===== src/rtl/peripheral_apb4_responder.sv =====
// peripheral_apb4_responder: APB4 completer with a small word-addressed register
// bank, a programmable number of wait states and error signalling on illegal
// accesses (misaligned, out-of-range index, write to read-only reg 0).
// Register 0 is a read-only ID register; registers 1..NUM_REGS-1 are R/W with
// byte strobes.
// Optional feature macro: PERIPHERAL_APB4_RESPONDER_PSLVERR_EN
//   defined   -> pslverr flags illegal accesses
//   undefined -> pslverr is tied 0; illegal writes are dropped, illegal reads return 0

// One R/W register: byte lanes update independently under their strobe.
module peripheral_apb4_responder_reg #(
    parameter int DATA_WIDTH = 32
) (
    input  logic                    pclk,
    input  logic                    presetn,
    input  logic                    we_i,
    input  logic [DATA_WIDTH/8-1:0] strb_i,
    input  logic [DATA_WIDTH-1:0]   wdata_i,
    output logic [DATA_WIDTH-1:0]   q_o
);
    localparam int NB = DATA_WIDTH / 8;

    logic [NB-1:0][7:0] q_q;

    // Strobed byte-lane write; unstrobed lanes keep their value.
    always_ff @(posedge pclk or negedge presetn) begin
        if (!presetn) begin
            q_q <= '0;
        end else if (we_i) begin
            for (int b = 0; b < NB; b++) begin
                if (strb_i[b]) q_q[b] <= wdata_i[8*b +: 8];
            end
        end
    end

    assign q_o = q_q;
endmodule

module peripheral_apb4_responder #(
    parameter int                    ADDR_WIDTH  = 32,
    parameter int                    DATA_WIDTH  = 32,
    parameter int                    NUM_REGS    = 8,
    parameter int                    WAIT_CYCLES = 1,
    parameter logic [DATA_WIDTH-1:0] ID_VALUE    = 32'hA9B4_0001
) (
    input  logic                             pclk,
    input  logic                             presetn,
    input  logic [ADDR_WIDTH-1:0]            paddr,
    input  logic                             psel,
    input  logic                             penable,
    input  logic                             pwrite,
    input  logic [DATA_WIDTH/8-1:0]          pstrb,
    input  logic [DATA_WIDTH-1:0]            pwdata,
    output logic [DATA_WIDTH-1:0]            prdata,
    output logic                             pready,
    output logic                             pslverr,
    output logic [NUM_REGS*DATA_WIDTH-1:0]   regs_o
);
    localparam int         SW      = DATA_WIDTH / 8;
    localparam int         IW      = ADDR_WIDTH - 2;
    localparam int         RW      = (NUM_REGS > 1) ? $clog2(NUM_REGS) : 1;
    localparam logic [3:0] WAIT_LD = 4'(WAIT_CYCLES);

    typedef enum logic [1:0] {IDLE, WAIT, RESP} state_e;

    typedef struct packed {
        logic [ADDR_WIDTH-1:0] addr;
        logic                  write;
        logic [SW-1:0]         strb;
        logic [DATA_WIDTH-1:0] wdata;
    } req_t;

    state_e                state_q, state_d;
    logic [3:0]            cnt_q, cnt_d;
    req_t                  req_q, req_d, req_in, resp_req;
    logic                  pready_q, pready_d;
    logic [DATA_WIDTH-1:0] prdata_q, prdata_d;
    logic                  go_resp, resp_err, wr_commit;
    logic [DATA_WIDTH-1:0] regs_w [NUM_REGS];

    // An access is illegal if misaligned, past the bank, or a write to the ID reg.
    function automatic logic illegal(input req_t r);
        logic [IW-1:0] idx;
        idx = r.addr[ADDR_WIDTH-1:2];
        return (r.addr[1:0] != 2'b00) || (idx >= IW'(NUM_REGS)) ||
               (r.write && (idx == '0));
    endfunction

    assign req_in.addr  = paddr;
    assign req_in.write = pwrite;
    assign req_in.strb  = pstrb;
    assign req_in.wdata = pwdata;

    // Next-state and registered-output logic. Outputs are computed one edge
    // early so pready/prdata/pslverr come straight from flops in RESP.
    always_comb begin
        state_d  = state_q;
        cnt_d    = cnt_q;
        req_d    = req_q;
        pready_d = 1'b0;
        prdata_d = '0;
        go_resp  = 1'b0;
        resp_req = req_q;
        resp_err = 1'b0;
        unique case (state_q)
            IDLE: begin
                // Only a proper setup phase starts a transfer; a stray
                // penable without setup is ignored.
                if (psel && !penable) begin
                    req_d = req_in;
                    cnt_d = WAIT_LD;
                    if (WAIT_CYCLES == 0) begin
                        go_resp  = 1'b1;
                        resp_req = req_in;
                    end else begin
                        state_d = WAIT;
                    end
                end
            end
            WAIT: begin
                if (!psel) begin
                    // Bus master abandoned the transfer: nothing commits.
                    state_d = IDLE;
                    cnt_d   = '0;
                end else if (penable) begin
                    cnt_d = cnt_q - 4'd1;
                    if (cnt_q <= 4'd1) go_resp = 1'b1;
                end
            end
            RESP: begin
                state_d = IDLE;
            end
            default: begin
                state_d = IDLE;
            end
        endcase
        if (go_resp) begin
            state_d  = RESP;
            pready_d = 1'b1;
            resp_err = illegal(resp_req);
            if (!resp_req.write && !resp_err)
                prdata_d = regs_w[resp_req.addr[2 +: RW]];
        end
    end

    // State, counter, latched request and response registers.
    always_ff @(posedge pclk or negedge presetn) begin
        if (!presetn) begin
            state_q  <= IDLE;
            cnt_q    <= '0;
            req_q    <= '0;
            pready_q <= 1'b0;
            prdata_q <= '0;
        end else begin
            state_q  <= state_d;
            cnt_q    <= cnt_d;
            req_q    <= req_d;
            pready_q <= pready_d;
            prdata_q <= prdata_d;
        end
    end

`ifdef PERIPHERAL_APB4_RESPONDER_PSLVERR_EN
    logic pslverr_q;

    // Error flag is valid only alongside pready.
    always_ff @(posedge pclk or negedge presetn) begin
        if (!presetn) pslverr_q <= 1'b0;
        else          pslverr_q <= go_resp && resp_err;
    end

    assign pslverr = pslverr_q;
`else
    assign pslverr = 1'b0;
`endif

    assign pready = pready_q;
    assign prdata = prdata_q;

    // Writes commit on the edge that completes the RESP cycle, so regs_o shows
    // the new value in the cycle after pready.
    assign wr_commit = (state_q == RESP) && req_q.write && !illegal(req_q);

    assign regs_w[0] = ID_VALUE;

    for (genvar i = 1; i < NUM_REGS; i++) begin : g_reg
        logic we;
        assign we = wr_commit && (req_q.addr[2 +: RW] == RW'(i));
        peripheral_apb4_responder_reg #(
            .DATA_WIDTH(DATA_WIDTH)
        ) u_reg (
            .pclk    (pclk),
            .presetn (presetn),
            .we_i    (we),
            .strb_i  (req_q.strb),
            .wdata_i (req_q.wdata),
            .q_o     (regs_w[i])
        );
    end

    for (genvar i = 0; i < NUM_REGS; i++) begin : g_flat
        assign regs_o[i*DATA_WIDTH +: DATA_WIDTH] = regs_w[i];
    end
endmodule


===== config.mk =====
export PLATFORM = sky130hd
export DESIGN_NAME = peripheral_apb4_responder
export DESIGN_NICKNAME = d
export VERILOG_FILES = /design/src/rtl/peripheral_apb4_responder.sv
export SDC_FILE = /design/constraint.sdc
export NUM_CORES = 1
export LEC_CHECK = 0
export ABC_CLOCK_PERIOD_IN_PS = 2560
export BUFFER_PORTS_ARGS = -buffer_cell sky130_fd_sc_hd__buf_2
export CAP_MARGIN = 20
export CORE_MARGIN = 2
export CORE_UTILIZATION = 35
export CTS_BUF_LIST = sky130_fd_sc_hd__clkbuf_2 sky130_fd_sc_hd__clkbuf_4 sky130_fd_sc_hd__clkbuf_8
export DETAILED_ROUTE_END_ITERATION = 6
export SLEW_MARGIN = 20
export SYNTH_ARGS = -nofsm -noshare
export SYNTH_HDL_FRONTEND = slang
export SYNTH_SLANG_ARGS = --single-unit

===== constraint.sdc =====
create_clock -name pclk -period 2.56 [get_ports pclk]
set_clock_uncertainty 0.05 [all_clocks]
set_input_delay 0.128 -clock pclk [delete_from_list [all_inputs] [get_ports pclk]]
set_output_delay 0.128 -clock pclk [all_outputs]
set_load 0.02 [all_outputs]

; Word level (Yosys, flattened, before mapping)
; Index checks and enable logic that the tools add are counted.
[totals]
register_bits = 332
input_bits = 73
out_inout_bits = 290
elab_cells = 124
[classes]
n_addsub = 1
magnitude_cmp = 3
eq_ne = 13
muxes = 18
bitwise = 1
n_reduce_logical = 52
[op_table]
columns = cell, count
row1 = 2-to-1 mux 32 bit, 4
row2 = binary-select mux 32 bit (select 3 bit), 1
row3 = AND reduction 2 bit, 30
row4 = "greater-or-equal comparator 30 x 4 -> 1 bit, second input constant", 1
row5 = zero test 30 bit, 1
row6 = "equality test 3 bit, second input constant", 4
row7 = logical AND 1 bit, 12
row8 = 2-to-1 mux 4 bit, 3
row9 = "!= test 3 bit, second input constant", 3
row10 = one-hot mux 4 bit (2 select lines), 1
row11 = "equality test 3 x 2 -> 1 bit, second input constant", 2
row12 = 2-to-1 mux 2 bit, 3
row13 = 2-to-1 mux 1 bit, 5
row14 = "greater-or-equal comparator 4 bit, second input constant", 1
row15 = "less-or-equal comparator 4 x 1 -> 1 bit, second input constant", 1
row16 = NOT 3 -> 4 bit, 1
row17 = one-hot mux 2 bit (2 select lines), 1
row18 = nonzero test 2 bit, 2
row19 = "subtractor 4 x 1 -> 4 bit, second input constant", 1
row20 = "equality test 3 x 1 -> 1 bit, second input constant", 1
row21 = zero test 1 bit, 3
row22 = AND reduction 3 bit, 1
row23 = "equality test 2 x 1 -> 1 bit, second input constant", 1
row24 = "equality test 2 bit, second input constant", 1
row25 = 3 further kinds, 4

; Logic depth before layout (Yosys ltp)
; Gate-level depths: netlist (run 1).
[logic_depth]
depth_word = 7
depth_mapped = 7
ltp_nobuf = 6

; By module
; From an unflattened synthesis (run 1), not the netlist that was laid out.
[unflattened]
cells_unflattened = 986
hier_area_um2 = 14468.9
[by_module_without_submodules]
columns = mod, instances, cells_each, area_per_inst_um2
row1 = peripheral_apb4_responder_reg, 7, 68, 1186.1
row2 = peripheral_apb4_responder, 1, 510, 6165.9

; Least setup slack after synthesis (run 1)
; OpenSTA, ideal clock, no wires.
[synth_path]
kind = reg-to-reg
start = register req_q[56] in the netlist's numbering
end = register g_reg[3].u_reg.q_q (netlist bit g_reg[3].u_reg.q_o[0])
setup_ns = 0.125
arrival_ns = 1.874
t_required_ns = 2.385
path_slack_ns = 0.512
stages_incl_launch_ff = 7
n_path_buf = 2
period_less_slack_ns = 2.048
path_cell_list = dfrtp_1 nor4_1 nand4_1 buf_2 buf_4 nor3_4 mux2_2
[synth_via]
elab_chain_len = 7
word_cells_on_any_way = 9
cone_classes = order compare: 1 / reduce/logical: 8
[synth_rtl]
columns = item, line_no
row1 = "start, declared", 75  ; req_t req_q, req_d, req_in, resp_req;
row2 = "start signal, assigned", 157  ; req_q <= req_d;
row3 = greater-or-equal comparator 30 x 4 -> 1 bit or zero test 30 bit (tied branches), "85, 86"
row4 = logical OR 1 bit or logical AND 1 bit (tied branches), "85, 86"
row5 = logical OR 1 bit *, 85  ; return (r.addr[1:0] != 2'b00) || (idx >= IW'(NUM_REGS)) ||
row6 = zero test 1 bit *, 182  ; assign wr_commit = (state_q == RESP) && req_q.write && !illegal(req_q);
row7 = logical AND 1 bit *, 182
row8 = logical AND 1 bit *, 188  ; assign we = wr_commit && (req_q.addr[2 +: RW] == RW'(i));
row9 = AND reduction 2 bit (no line) *, n/a
row10 = "end signal, assigned by index", 31  ; if (strb_i[b]) q_q[b] <= wdata_i[8*b +: 8];
row11 = "end, declared", 23  ; logic [NB-1:0][7:0] q_q;
; Every way passes the cells marked *; elsewhere a longest branch is shown, timed or not.
; A chain may end at the register's enable or synchronous reset.

; Final worst setup path (run 1)
[layout_path]
start = register cnt_q[0]
end = register prdata_q[0], in the netlist prdata[0]
[layout_via]
elab_chain_len = 6
[layout_rtl]
columns = item, line_no
row1 = "start, declared", 74  ; logic [3:0] cnt_q, cnt_d;
row2 = "start signal, assigned", 156  ; cnt_q <= cnt_d;
row3 = less-or-equal comparator 4 x 1 -> 1 bit, 127  ; if (cnt_q <= 4'd1) go_resp = 1'b1;
row4 = 2-to-1 mux 1 bit, 127
row5 = 2-to-1 mux 1 bit, 125  ; end else if (penable) begin
row6 = 2-to-1 mux 1 bit, 121  ; if (!psel) begin
row7 = 2-to-1 mux 1 bit, 105  ; unique case (state_q)
row8 = 2-to-1 mux 32 bit, 137  ; if (go_resp) begin
row9 = net prdata_d[0], 77  ; logic [DATA_WIDTH-1:0] prdata_q, prdata_d;
row10 = "end signal, assigned", 159  ; prdata_q <= prdata_d;
row11 = "end, declared", 77
; The timed path passes the listed nets, and every way through them passes these cells.

==> metrics, run 1 <==
status finished clean; Die Height 210 um; cell count after synthesis 1019; Overflow after GRT 0; Power Density 678 mW/mm2; Mean Syn Cell Area 14.5 um2; largest area contributor in the netlist dfrtp_1; Crit path buffers/inverters 2; FF-to-FF End prdata[0]$_DFF_PN0_; WHS Endpoint req_q[49]$_DFFE_PN0P_; antenna violations before repair 1; Setup CP Type reg2reg; total of max-cap violations 0; vias 10400; Hold WC Path Type in2reg; power consumption 13.1 mW; CP required 3010 ps; Rel. slew slack 0.541; Hold Crit Depth 3; FP Rows 75; DRC 0; Netlist cell types 42; Core Area 0.0419 mm2; Clock Path Buffers 3; cell family with most CP delay simple AND/OR/NAND/NOR gates; Routed Antenna Nets 0; CTS tree done; top cells by area, synth dfrtp_1 56%, mux2_2 22%, mux4_2 4.9%, mux2i_1 2.2%, buf_4 1.9%; post-CTS resize count 0; fin util 0.461; fmax 425 MHz; first-pass GRT wire length 67.7 mm; worst reg2reg startpoint cnt_q[0]$_DFFE_PN0P_; Synth Register Bits 332; Fin. Hold Viols 0; TNS Setup 0 ps; internal power 9.35 mW; Hold Crit Start paddr[12]; DR WL met2 21.1 mm; RSZ-0062 raised after global routing false; Post-Layout Cell Count 2064; Logic pwr share 0.147; layout cells sized above 1 0.560; top sig layer met4; Slew Limit Fails 0; Switching Fraction 0.285; 1st-pass router iterations 5; final wirelength 44.3 mm; Worst Setup Start Kind flop; die extent in x 210 um; GP Congestion 0.792; H-tree Lvls 2; slowest stage delay, CP 460 ps; Peak VDD IR 0.000398 V; Post-Syn Area 0.0148 mm2; Clk pwr share 0.387; critical-path cell list inv_1 > ha_1 > o21bai_1 > or4_4 > nor4_4 > buf_4 > a21boi_0; Main synth FF type dfrtp_1; drt initial violations 483; Clock Sinks 332; WL per Instance 21.5 um; slowest stage cell, crit path or4_4; min Tclk post-route 2350 ps; final period utilization 0.919; largest net degree at the start of global routing 74; Setup Buffers After CTS 0; worst-path fanout max 13; Worst-Margin Slew 688 ps; I/O pin count 363; gr usage total 0.203; Metal-1 WL 19.2 mm; Flop pwr share 0.466; Clock transition at path regs 60 ps; Worst-Skew Late Latency 630 ps; register area share after synthesis 0.561; diode count 0; layout net count 1560; EDFF count, synth 0; Die ar. 0.0440 mm2; register-to-register path setup slack 210 ps; # setup viols final 0; P&R area growth vs syn 30.2%; CTS Buf Count 58; Root Buffer clkbuf_8; Critical Path AT 2800 ps; hold_ws 207 ps; post-synthesis async set-or-reset flop share 1.00; Initial Util 0.354; Via density 5.03; port bufs 329; Syn. warnings 0; leakage 9.92 nW; WL met3 3.10 mm; Reg2Reg Depth 7; vias in the first global route 10800; Synth top area share 0.561; Worst Setup End Kind flop; total placed cells including tap cells 1888; DP HPWL 29.7 mm; NetSw 3.73 mW
-- kinds of logic (layout without fill, tap and decap cells) --
logic type,after synthesis,count (layout),synth area share
simple gates,134,134,0.0644
buf+inv,92,567,0.0352
compound gates,101,101,0.0450
flops,332,332,0.561
fa+ha+maj,2,2,0.00169
other cells,2,33,0.000507
mux,356,356,0.292
-- flip-flops by register name, summed over array words and instances, names as in the netlist --
register     cells
g.u_reg.q_o    224
req_q           69
prdata          32
cnt_q            4
state_q          2
pready           1
-- per-stage QoR --
stage	instance area (um2)	worst slack, ps
floorplan	14900	512
global placement	17300	269
detailed placement	17300	256
CTS	19300	212
global route	19300	46.5
finish	19300	208
-- how the worst max path moves through the flow --
stage,slack [ps],to,cells after the start,from
5_1_grt,50,prdata[0]$_DFF_PN0_,6,req_q[52]$_DFFE_PN0P_
2_1_floorplan,510,g_reg[3].u_reg.q_o[0]$_DFFE_PN0P_,6,req_q[56]$_DFFE_PN0P_
3_3_place_gp,270,prdata[0]$_DFF_PN0_,6,req_q[52]$_DFFE_PN0P_
3_5_place_dp,260,prdata[0]$_DFF_PN0_,7,cnt_q[0]$_DFFE_PN0P_
6_report,210,prdata[0]$_DFF_PN0_,7,cnt_q[0]$_DFFE_PN0P_
4_1_cts,210,prdata[0]$_DFF_PN0_,7,cnt_q[0]$_DFFE_PN0P_
-- what timing repair did --
item | 4_1_cts | 5_1_grt
hold buffers | 76 | 0
setup endpoints to repair | 0 | 0
endpoints found under the hold margin | 408 | 0
-- cell usage after synthesis (4+ instances only) --
master and n:
dfrtp_1 332, mux2_2 292, a21oi_1 48, buf_4 37, mux2i_1 32, mux4_2 32, nor2b_1 26, a211oi_1 23
buf_2 21, nand4_1 18, nor3_2 18, clkbuf_1 15, nand2_1 14, nor2_1 14, nand3_1 12, nor3_4 10
a211o_1 9, buf_1 9, a21boi_2 7, inv_1 6, nor4_1 6, nor3_1 4, o21ai_0 4
-- final cells by class --
cell class                 count  area [um2]
sequential                   332        8320
clock buffer                  93        1140
multi-input combinational    626        6100
inverter                       6        22.5
tap                          539         674
fill                        3834       22600
timing repair buffer         461        2970
clock inverter                 7        62.6
-- power by group through the flow --
stage / Sequential, mW / Clock, mW / Combinational, mW
2_1_floorplan: 5.94 / 0 / 1.32
3_3_place_gp: 6.16 / 0 / 1.80
3_5_place_dp: 6.17 / 0 / 1.83
4_1_cts: 6.08 / 5.25 / 1.95
5_1_grt: 6.16 / 5.50 / 2.11
6_report: 6.09 / 5.06 / 1.93
-- layout by cell type (no fill, tap or decap), drive strengths merged --
| master | instances |
|---|---|
| nor3 | 32 |
| o22ai | 2 |
| a21oi | 48 |
| nor4 | 7 |
| and2 | 1 |
| clkinvlp | 1 |
| and2b | 3 |
| o21ai | 4 |
| or4 | 1 |
| a21o | 2 |
| and3b | 1 |
| clkbuf | 93 |
| nor2 | 14 |
| ha | 2 |
| nor2b | 26 |
| nand2 | 14 |
| a32o | 1 |
| conb | 33 |
| a31o | 1 |
| mux2 | 292 |
| a22oi | 1 |
| dfrtp | 332 |
| bufinv | 1 |
| nand2b | 4 |
| a21boi | 9 |
| buf | 386 |
| nand4 | 18 |
| or4b | 1 |
| a211oi | 23 |
| a211o | 9 |
| mux4 | 32 |
| o21bai | 1 |
| nand3 | 12 |
| clkinv | 5 |
| dlygate4sd3 | 75 |
| mux2i | 32 |
| inv | 6 |
-- worst reg2reg max path: stages (launching register included) --
cell	delay, ps
dfrtp_1	430
inv_1	100
ha_1	190
o21bai_1	90
or4_4	460
nor4_4	310
buf_4	290
a21boi_0	310
-- layer usage --
| layer | GRT usage | vias up |
|---|---|---|
| li1 | - | 4630 |
| met1 | 0.268 | 5365 |
| met2 | 0.327 | 328 |
| met3 | 0.0612 | 63 |
| met4 | 0.0548 | 0 |
| met5 | 0 | - |
Power figures use the tool's default switching activity.
==> inputs of run 2 (changes only) <==
--- a/config.mk
+++ b/config.mk
@@ -9,9 +9,10 @@
 export BUFFER_PORTS_ARGS = -buffer_cell sky130_fd_sc_hd__buf_2
 export CAP_MARGIN = 20
 export CORE_MARGIN = 2
-export CORE_UTILIZATION = 35
+export CORE_UTILIZATION = 56
 export CTS_BUF_LIST = sky130_fd_sc_hd__clkbuf_2 sky130_fd_sc_hd__clkbuf_4 sky130_fd_sc_hd__clkbuf_8
 export DETAILED_ROUTE_END_ITERATION = 6
+export PLACE_DENSITY = 0.83
 export SLEW_MARGIN = 20
 export SYNTH_ARGS = -nofsm -noshare
 export SYNTH_HDL_FRONTEND = slang
==> metrics, run 2 (synthesis results as in run 1) <==
Die ar. 0.0278 mm2 (-37%); final wirelength 41.3 mm (-6.7%); # setup viols final 0 (unchanged); Core Area 0.0260 mm2 (-38%); DP HPWL 27.0 mm (-9.1%); WL per Instance 22.3 um (+3.7%); critical-path cell list inv_1 > ha_1 > o21bai_1 > or4_4 > nor4_4 > buf_4 > a21boi_0; Fin. Hold Viols 0 (unchanged); Initial Util 0.570 (+0.216); Logic pwr share 0.144 (-0.003); Worst-Margin Slew 725 ps (+36.5 ps); FP Rows 59 (-21%); Filler cells 1712 (-55%); Slew Limit Fails 0 (unchanged); 1st-pass router iterations 4 (-1); DRC 0 (unchanged); Die Height 167 um (-21%); Clock Sinks 332 (unchanged); status finished clean; Worst-Skew Late Latency 580 ps (-50 ps); CP required 3000 ps (about the same); Critical Path AT 2670 ps (-130 ps); Hold WC Path Type in2async; total of max-cap violations 0 (unchanged); TNS Setup 0 ps (unchanged); Worst Setup End Kind flop; leakage 9.86 nW (-0.63%); fin util 0.727 (+0.266); Via density 5.76 (+14%); min Tclk post-route 2240 ps (-116 ps); Setup Buffers After CTS 0 (unchanged); P&R area growth vs syn 27.5%; drt initial violations 674 (+40%); slowest stage delay, CP 460 ps (about the same); slowest stage cell, crit path or4_4; CTS tree done; Power Density 670 mW/mm2 (-1.2%); vias in the first global route 11600 (+7.6%); Largest register FFs 224 (unchanged); layout cells sized above 1 0.560 (about the same); Peak VDD IR 0.000573 V (+44%); I/O pin count 363 (unchanged); Reg2Reg Depth 7 (unchanged); first-pass GRT wire length 65.5 mm (-3.3%); H-tree Lvls 2 (unchanged); Rel. slew slack 0.517 (-0.0244); internal power 9.06 mW (-3.1%); critical path launch point cnt_q[0]$_DFFE_PN0P_; Clk pwr share 0.372 (-0.015); post-CTS resize count 0 (unchanged); RSZ-0062 raised after global routing false; register-to-register path setup slack 320 ps (+120 ps); vias 10700 (+3.0%); GP Congestion 0.852 (+7.6%); Overflow after GRT 0 (unchanged); most common cell after layout, fill and taps aside dfrtp_1; commonest cells after routing, fill and taps aside 329 x dfrtp_1, 328 x buf_2, 292 x mux2_2, 73 x dlygate4sd3_1, 69 x clkbuf_8; CTS Buf Count 53 (-8.6%); Root Buffer clkbuf_8; Flop pwr share 0.483 (+0.017); layout net count 1558 (-0.13%); fmax 447 MHz (+5.2%); final period utilization 0.873 (-0.0455); Clock transition at path regs 60 ps (about the same); Routed Antenna Nets 0 (unchanged); Clock Path Buffers 3 (unchanged); worst-path fanout max 18 (+5); Setup CP Type reg2reg; port bufs 329 (unchanged); worst reg2reg startpoint cnt_q[0]$_DFFE_PN0P_; die extent in x 167 um (-21%); NetSw 3.59 mW (-3.8%); largest net degree at the start of global routing 87 (+18%); FF-to-FF End prdata[0]$_DFF_PN0_; Worst Setup Start Kind flop; gr usage total 0.300 (+0.0963); Switching Fraction 0.284 (-0.00148); antenna violations before repair 1 (unchanged)
[run 2: changes by cell type in the layout (fill, tap and decap cells not counted), sizes merged]
cell,before,now
bufinv,1,0
clkbuf,93,86
buf,386,391
clkinv,5,6
diode,0,1
dlygate4sd3,75,73
[run 2: cell type report]
class	count	area (um2)	share of cell area
inverters	6	22.5	0.00119
well taps	335	419	0.0222
repair buffers	464	2900	0.154
clock inverters	7	37.5	0.00199
clock buffers	86	1080	0.0571
flip-flops and latches	332	8320	0.440
diodes	1	2.50	0.000133
multi-input cells	626	6100	0.323
[run 2: worst max-delay path, delay by kind of cell (launching register included)]
family / cells / cell delay, ps
buffers and inverters: 2 / 410
and+or+nand+nor: 2 / 770
AOI/OAI and AO/OA: 2 / 290
DFF: 1 / 430
adders and majority gates: 1 / 190
[run 2: how the worst max path moves through the flow]
stage / slack, ps / cells after the start / to
6_report: 320 / 7 / prdata[0]$_DFF_PN0_
5_1_grt: 170 / 6 / g_reg[2].u_reg.q_o[12]$_DFFE_PN0P_
4_1_cts: 310 / 7 / prdata[0]$_DFF_PN0_
3_5_place_dp: 350 / 7 / prdata[0]$_DFF_PN0_
3_3_place_gp: 370 / 6 / g_reg[2].u_reg.q_o[12]$_DFFE_PN0P_
2_1_floorplan: 510 / 6 / g_reg[3].u_reg.q_o[0]$_DFFE_PN0P_
[run 2: timing repair]
item	4_1_cts	5_1_grt
hold buffers	73	0
setup endpoints to repair	0	0
hold endpoints to repair	161	0
[run 2: power groups by stage]
stage                     registers [mW]  clock network [mW]  logic (mW)
final                               6.11                4.71        1.83
after global routing                6.18                5.02        1.98
after CTS                           6.10                4.77        1.82
after detailed placement            6.19                   0        1.72
after global placement              6.15                   0        1.67
after floorplan                     5.94                   0        1.32
[run 2: through the flow]
stage / hold WS (ps) / power (mW) / worst slack (ps) / instances / instance area (um2)
after floorplan: -218 / 7.26 / 512 / 1050 / 14900
after global placement: 145 / 7.82 / 375 / 1690 / 17000
after detailed placement: 139 / 7.92 / 349 / 1690 / 17000
after CTS: 127 / 12.7 / 311 / 1856 / 18900
after global routing: 166 / 13.2 / 172 / 1857 / 18900
final: 111 / 12.6 / 324 / 1857 / 18900
[run 2: metal layers]
metal  share of wire  vias up  track usage
li1                -     4619            -
met1            0.40     5455        0.380
met2            0.49      501        0.500
met3           0.075      120       0.0706
met4           0.042        0        0.123
met5               0        -            0
